`config.mk`:
```
export PLATFORM = sky130hd
export DESIGN_NAME = branch_unit
export DESIGN_NICKNAME = d
export VERILOG_FILES = /design/src/rtl/branch_unit_pkg.sv /design/src/rtl/branch_cmp.sv /design/src/rtl/branch_unit.sv
export SDC_FILE = /design/constraint.sdc
export NUM_CORES = 1
export LEC_CHECK = 0
export CAP_MARGIN = 25
export CELL_PAD_IN_SITES_DETAIL_PLACEMENT = 2
export CELL_PAD_IN_SITES_GLOBAL_PLACEMENT = 2
export CORE_MARGIN = 10
export CORE_UTILIZATION = 26
export CTS_BUF_LIST = sky130_fd_sc_hd__clkbuf_4 sky130_fd_sc_hd__clkbuf_8 sky130_fd_sc_hd__clkbuf_16
export DETAILED_ROUTE_END_ITERATION = 8
export GPL_TIMING_DRIVEN = 0
export PLACE_DENSITY_LB_ADDON = 0.1
export SYNTH_ARGS = -nofsm -noshare
export SYNTH_HDL_FRONTEND = slang
export SYNTH_SLANG_ARGS = --single-unit
```
`constraint.sdc`:
```
create_clock -name clk_in -period 3.16 [get_ports clk_in]
set_clock_uncertainty 0.05 [all_clocks]
set_input_delay 0.474 -clock clk_in [delete_from_list [all_inputs] [get_ports clk_in]]
set_output_delay 0.474 -clock clk_in [all_outputs]
set_load 0.05 [all_outputs]
```
`src/rtl/branch_unit_pkg.sv`:
```
// Shared branch types: the 3-bit BrFunc condition encoding used by the branch unit and its comparator.
package branch_unit_pkg;

  typedef enum logic [2:0] {
    BR_EQ   = 3'd0,
    BR_NEQ  = 3'd1,
    BR_LT   = 3'd2,
    BR_LTU  = 3'd3,
    BR_GE   = 3'd4,
    BR_GEU  = 3'd5,
    BR_DBR  = 3'd6,
    BR_NONE = 3'd7
  } br_func_e;

endpackage

```
`src/rtl/branch_cmp.sv`:
```
// Combinational branch condition evaluator; signed/unsigned compares at XLEN bits.
module branch_cmp
  import branch_unit_pkg::*;
#(
  parameter int XLEN = 32
) (
  input  logic [XLEN-1:0] rval1,
  input  logic [XLEN-1:0] rval2,
  input  br_func_e        brFunc,
  output logic            taken
);

  always_comb begin
    taken = 1'b0;
    case (brFunc)
      BR_EQ:   taken = (rval1 == rval2);
      BR_NEQ:  taken = (rval1 != rval2);
      BR_LT:   taken = ($signed(rval1) < $signed(rval2));
      BR_LTU:  taken = (rval1 < rval2);
      BR_GE:   taken = ($signed(rval1) >= $signed(rval2));
      BR_GEU:  taken = (rval1 >= rval2);
      BR_DBR:  taken = 1'b1;
      default: taken = 1'b0;
    endcase
  end

endmodule

```
`src/rtl/branch_unit.sv`:
```
// Branch resolve unit with one registered output stage (1-cycle latency, valid/ready, flush, mispredict counter).
// Optional JALR resolution when BRU_JALR_EN is defined; otherwise jalr_in is ignored.
module branch_unit
  import branch_unit_pkg::*;
#(
  parameter int XLEN  = 32,
  parameter int TAG_W = 4,
  parameter int CNT_W = 16
) (
  input  logic             clk_in,
  input  logic             rst_in,
  input  logic             issue_valid_in,
  output logic             issue_ready_out,
  input  logic [XLEN-1:0]  rval1_in,
  input  logic [XLEN-1:0]  rval2_in,
  input  logic [XLEN-1:0]  pc_in,
  input  logic [XLEN-1:0]  imm_in,
  input  logic [2:0]       brFunc_in,
  input  logic [TAG_W-1:0] tag_in,
  input  logic             pred_taken_in,
  input  logic [XLEN-1:0]  pred_target_in,
  input  logic             jalr_in,
  output logic             res_valid_out,
  input  logic             res_ready_in,
  output logic [TAG_W-1:0] res_tag_out,
  output logic             res_taken_out,
  output logic [XLEN-1:0]  res_next_pc_out,
  output logic [XLEN-1:0]  res_link_out,
  output logic             res_mispredict_out,
  input  logic             flush_in,
  output logic [CNT_W-1:0] mispredict_count_out
);

  logic            cmp_taken;
  logic            taken;
  logic            mispredict;
  logic            accept;
  logic            drain;
  logic [XLEN-1:0] target;
  logic [XLEN-1:0] seq_pc;
  logic [XLEN-1:0] next_pc;

  branch_cmp #(.XLEN(XLEN)) u_cmp (
    .rval1  (rval1_in),
    .rval2  (rval2_in),
    .brFunc (br_func_e'(brFunc_in)),
    .taken  (cmp_taken)
  );

  assign seq_pc = pc_in + XLEN'(4);

`ifdef BRU_JALR_EN
  always_comb begin
    if (jalr_in) begin
      taken  = 1'b1;
      target = (rval1_in + imm_in) & {{(XLEN-1){1'b1}}, 1'b0};
    end else begin
      taken  = cmp_taken;
      target = pc_in + imm_in;
    end
  end
`else
  logic jalr_unused;
  assign jalr_unused = jalr_in;
  assign taken       = cmp_taken;
  assign target      = pc_in + imm_in;
`endif

  assign next_pc    = taken ? target : seq_pc;
  assign mispredict = (taken != pred_taken_in) || (taken && (target != pred_target_in));

  assign issue_ready_out = !res_valid_out || res_ready_in;
  // A flush discards the presented issue even when the stage could take it.
  assign accept = issue_valid_in && issue_ready_out && !flush_in;
  assign drain  = res_valid_out && res_ready_in;

  always_ff @(posedge clk_in or posedge rst_in) begin
    if (rst_in) begin
      res_valid_out        <= 1'b0;
      res_tag_out          <= '0;
      res_taken_out        <= 1'b0;
      res_next_pc_out      <= '0;
      res_link_out         <= '0;
      res_mispredict_out   <= 1'b0;
      mispredict_count_out <= '0;
    end else begin
      if (accept) begin
        res_valid_out      <= 1'b1;
        res_tag_out        <= tag_in;
        res_taken_out      <= taken;
        res_next_pc_out    <= next_pc;
        res_link_out       <= seq_pc;
        res_mispredict_out <= mispredict;
      end else if (flush_in || drain) begin
        res_valid_out <= 1'b0;
      end
      if (drain && res_mispredict_out && (mispredict_count_out != {CNT_W{1'b1}})) begin
        mispredict_count_out <= mispredict_count_out + CNT_W'(1);
      end
    end
  end

endmodule

```
* After elaboration in Yosys (flattened, before gate mapping)
Index checks and enable logic that the tools add are counted.
** Storage, ports and cells
- Logic and storage cells :: 42
- Output and inout port bits :: 88
- Register bits after elaboration :: 87
** Operators by class
- Magnitude comparators :: 4
- Add/sub/neg operators :: 3
- Muxes and demuxes :: 4
- Eq/ne operators :: 11
- Reductions and logical operators :: 13
** Operators with widths (count)
- greater-or-equal comparator 32 bit :: 2
- less-than comparator 32 bit :: 2
- != test 32 bit :: 2
- adder 32 x 3 -> 32 bit, second input constant :: 1
- adder 32 bit :: 1
- equality test 32 bit :: 1
- two-way mux 32 bit :: 1
- adder 16 x 1 -> 16 bit, second input constant :: 1
- != test 16 bit, second input constant :: 1
- equality test 3 bit, second input constant :: 3
- case mux 1 bit (7 select lines) :: 1
- equality test 3 x 2 -> 1 bit, second input constant :: 2
- logical AND 1 bit :: 6
- equality test 3 x 1 -> 1 bit, second input constant :: 1
- logical NOT 3 bit :: 1
- logical OR 1 bit :: 3
- logical NOT 1 bit :: 2
- two-way mux 1 bit :: 2
- nonzero test 2 bit :: 1
- != test 1 bit :: 1

* Depth between registers and ports, before layout
Gate-level depths: netlist of the first run.
- Depth after elaboration :: 5
- Mapped depth :: 13

* By module
Synthesis of the first run repeated with hierarchy kept, for this count alone.
** Second synthesis, totals
- Cells, all modules :: 971
- Area total of the unflattened synthesis :: 7792.5 µm²
** Modules (own cells, without submodules)
- branch_unit :: times used 1, sequential area each 2177.1 µm², area an instance 6847.8 µm², cells each 836
- branch_cmp :: times used 1, sequential area each 0.0 µm², area an instance 944.7 µm², cells each 135

* Worst setup path before layout of the first run
Ideal clock, no wire load.
- Kind :: input to register
- Start point :: input pc_in[0]
- End point :: register res_mispredict_out
- Data arrival time :: 2997 ps
- Path slack :: -17 ps
- Setup time :: 129 ps
- Cell stages on the path :: 12
- Path through :: ha_1 > fa_1 > xnor2_1 > xor2_1 > o31ai_1 > a2111oi_2 > nand3_1 > a2111oi_0 > nand4_1 > or3_1 > nor4_2 > a21oi_1
** Between the ends
- Word-level cells in the longest chain between the ends :: 4
** RTL lines
- start: declaration :: line branch_unit.sv:16 : input logic [XLEN-1:0] pc_in,
- adder 32 bit :: line branch_unit.sv:66 : assign target = pc_in + imm_in;
- != test 32 bit :: line branch_unit.sv:70 : assign mispredict = (taken != pred_taken_in) || (taken && (target != pred_target_in));
- logical AND 1 bit :: line branch_unit.sv:70
- logical OR 1 bit :: line branch_unit.sv:70
- end signal: assignment :: line branch_unit.sv:93 : res_mispredict_out <= mispredict;
- end: declaration :: line branch_unit.sv:29 : output logic res_mispredict_out,
Every way passes these cells.
A chain may end at the register's enable or synchronous reset.

* Worst setup path after layout of the first run
- Start point :: input pc_in[7]
- End point :: register res_mispredict_out
The elaborated chain is that of the path after synthesis.

==> impl_metrics.toml, run 1 <==
[final_layout]
drive_above_1_share = 0.283
fin_area_um2 = 13100
final_core_util = 0.454
final_nets = 1521
layout_commonest_cell = "clkdlybuf4s50_1"
final_cell_mix = "151 x clkdlybuf4s50_1, 146 x nand2_1, 87 x dfrtp_1"
area_growth_pct = 70.9

[yosys]
muxShareOfSynthArea = 0.0237
synthAdderAreaFrac = 0.109
synth_top_family_by_area = "simple AND/OR/NAND/NOR gates"
avgSynthCellArea_um2 = 8.26
synth_xor_xnor_area_share = 0.128
ys_seq_elements = 87
synth_compound_area_frac = 0.188
async_flop_share = 1.00
synth_area_leaders = "dfrtp_1 28%, ha_1 11%, nand2_1 7.4%"
postSynthNetCount = 1168
synth_ff_type = "dfrtp_1"
yosysUniqueCellTypes = 77
syn_inst = 928
synth_top_area_cell = "dfrtp_1"
syn_area_um2 = 7660
netlist.area_leader.share = 0.284
synthSimpleGateAreaFrac = 0.217
synth_edf_count = 0
seq_area_frac_synth = 0.284
synth_warnings = 0

[floorplanning]
start_util = 0.266
fp.dieH_um = 192
core-area_um2 = 28900
rows = 62
dieArea_um2 = 36700
die_w_um = 192
num_io_pins = 262

[detailed_routing]
wire_per_inst_um = 23.2
dr.pass1.iters = 4
vias = 8364
drc = 0
vias_per_cell = 5.00
drt-total-wl_um = 38800
drtAntennaViolNets = 0
drt_iter0_markers = 322

[sta]
setup_viol = 1
relSlewSlack = 0.544
setup_tns_ps = -178
period_share = 1.06
hold_viol = 0
setup_ws_ps = -178
slew_violations = 0
rsz0062_at_grt = "yes"
tightest_slew_ps = 684
min_period_ps = 3340
fmax_ghz = 0.300

[clock_network]
clock_sinks = 87
cts_tree = "built"
cts_buffer_depth = 2
cts_hold_buf = 0
clk_pin_slew_worst_paths_ps = 60
cts_buffers = 9
h-tree-depth = 3
cts_root_buf = "clkbuf_16"
worstSkewPairLatency_ps = 340

[worst_setup_path]
endpoint_kind = "flip-flop"
worst-setup-path-type = "in -> reg"
cp_slowest_cell = "a2111oi_4"
cp_max_fo = 10
cpLargestDelayFamily = "simple AND/OR/NAND/NOR gates"
r2r_cells = 10
worstReg2RegStart = "res_valid_out"
r2r_setup_slack_ps = 160
cp.depth = 13
arrival_ps = 3500
slowest_delay_ps = 480
worstSetupStartpointType = "input pin"
crit_chain = "clkdlybuf4s15_1, ha_4, buf_8, and3_4, buf_4, o21ai_2, a2111oi_4, nor2_4, xnor2_2, a211o_1, or3_4, nor4_4, a21oi_1"
required_ps = 3320
cp_num_buf_inv = 3
r2r-end = "res_mispredict_out"

[power]
power_mw = 5.96
p_per_area_nw_per_um2 = 455
peakVddDrop_mv = 0.241
p_leak_nw = 5.47

[hold_path]
holdPathEnd = "res_link_out[1]"
min_path_type = "in -> reg"
hold_path_depth = 3
min_from = "pc_in[1]"

[outcome]
status = "finished with violations"
failed_checks = "setup timing"

[global_routing]
grt.total_usage = 0.201
grt_pass1_wl_um = 57300
gr-total-overflow = 0
grt_pass1_vias = 9556
antenna_found_initial = 2
grt_max_degree = 50

[placed_design]
placed_area_um2 = 10800
hpwl_um = 29900
gp_congestion = 0.859
port-buffer-count = 260

[job]
maxCapViolCount = 0
-- Yosys cell counts (all sizes together), types with 4 or more instances --
cell,count
a21oi,67
and4,5
clkbuf,18
xnor2,63
a211oi,11
nand2b,7
a31oi,7
nor2,59
nand4,29
mux2i,8
inv,45
nor3,14
nor2b,6
dfrtp,87
nand2,152
mux2,9
or3,4
o21bai,4
nor3b,4
a21o,15
nand3,30
xor2,39
nor4,5
o21ai,74
ha,65
a2111oi,6
and3,14
nand3b,4
o211ai,8
buf,18
o21a,7
-- worst max path at each step --
stage | from | slack (ps) | end
after global routing | pc_in[7] | -300 | res_mispredict_out
after CTS | imm_in[0] | -70 | res_mispredict_out
after floorplan | pc_in[0] | 0.8 | res_mispredict_out
final | pc_in[7] | -180 | res_mispredict_out
after detailed placement | pc_in[2] | -1520 | res_mispredict_out
after global placement | pc_in[0] | -1540 | res_mispredict_out
-- per-layer routing --
| layer | GRT usage | up-vias | wire length [um] |
|---|---|---|---|
| li1 | - | 3998 | - |
| met1 | 0.254 | 4169 | 16900 |
| met2 | 0.356 | 180 | 19700 |
| met3 | 0.0287 | 17 | 1850 |
| met4 | 0.0361 | 0 | 302 |
| met5 | 0 | - | 0 |
-- where the power goes --
| group | total [mW] | internal (mW) | leakage [nW] | switching [mW] |
|---|---|---|---|---|
| clock | 1.20 | 0.748 | 0.163 | 0.451 |
| combinational | 3.31 | 1.35 | 4.22 | 1.96 |
| sequential | 1.45 | 1.31 | 1.09 | 0.143 |
-- cell type report --
cell class,count,area (um2)
Tap cell,384,480
Antenna cell,3,7.51
Inverter,45,174
Buffer,31,275
Fill cell,3095,15800
Clock buffer,12,260
Clock inverter,4,76.3
Timing Repair Buffer,347,3170
Multi-Input combinational cell,760,6480
Sequential cell,87,2180
-- worst reg2reg max path: stages (launching register included) --
cell and delay, ps:
dfrtp_1 400, nor2b_1 190, nor3b_4 250, nand4_1 250, a2111oi_2 340, nand3_1 170
a2111oi_4 240, nand4_1 130, or3_4 420, nor4_4 320, a21oi_1 120
-- registers in the layout (all words and copies together), names as in the netlist --
register	cells
res_tag_out	4
mispredict_count_out	16
res_link_out	32
res_taken_out	1
res_next_pc_out	32
res_valid_out	1
res_mispredict_out	1
-- stage by stage --
| step | hold slack [ps] | setup WS [ps] | cells |
|---|---|---|---|
| after floorplan | 490 | 0.789 | 928 |
| after global placement | 405 | -1540 | 1572 |
| after detailed placement | 416 | -1520 | 1573 |
| after CTS | 363 | -70.8 | 1653 |
| after global routing | 404 | -302 | 1672 |
| final | 383 | -178 | 1673 |
-- cells by family after synthesis --
family                   after synthesis
buffers and inverters                 81
multiplexers                          17
flip-flops                            87
AND/OR/NAND/NOR                      346
AO/OA/AOI/OAI                        225
adder cells (fa/ha/maj)               66
XOR/XNOR                             106
-- timing repair --
| action | CTS | global route |
|---|---|---|
| cloned | 0 | 4 |
| gates resized for setup | 386 | 101 |
| setup buffers | 69 | 13 |
| pin swaps | 114 | 44 |
| setup endpoints to repair | 34 | 33 |
(Power assumes the default switching activity.)
==> run 2: changes to the inputs <==
--- a/config.mk
+++ b/config.mk
@@ -5,6 +5,7 @@
 export SDC_FILE = /design/constraint.sdc
 export NUM_CORES = 1
 export LEC_CHECK = 0
+export ABC_CLOCK_PERIOD_IN_PS = 3160
 export CAP_MARGIN = 25
 export CELL_PAD_IN_SITES_DETAIL_PLACEMENT = 2
 export CELL_PAD_IN_SITES_GLOBAL_PLACEMENT = 2
==> results of run 2 <==
Same layout as run 1: the final DEF is identical, and so are final timing and power.
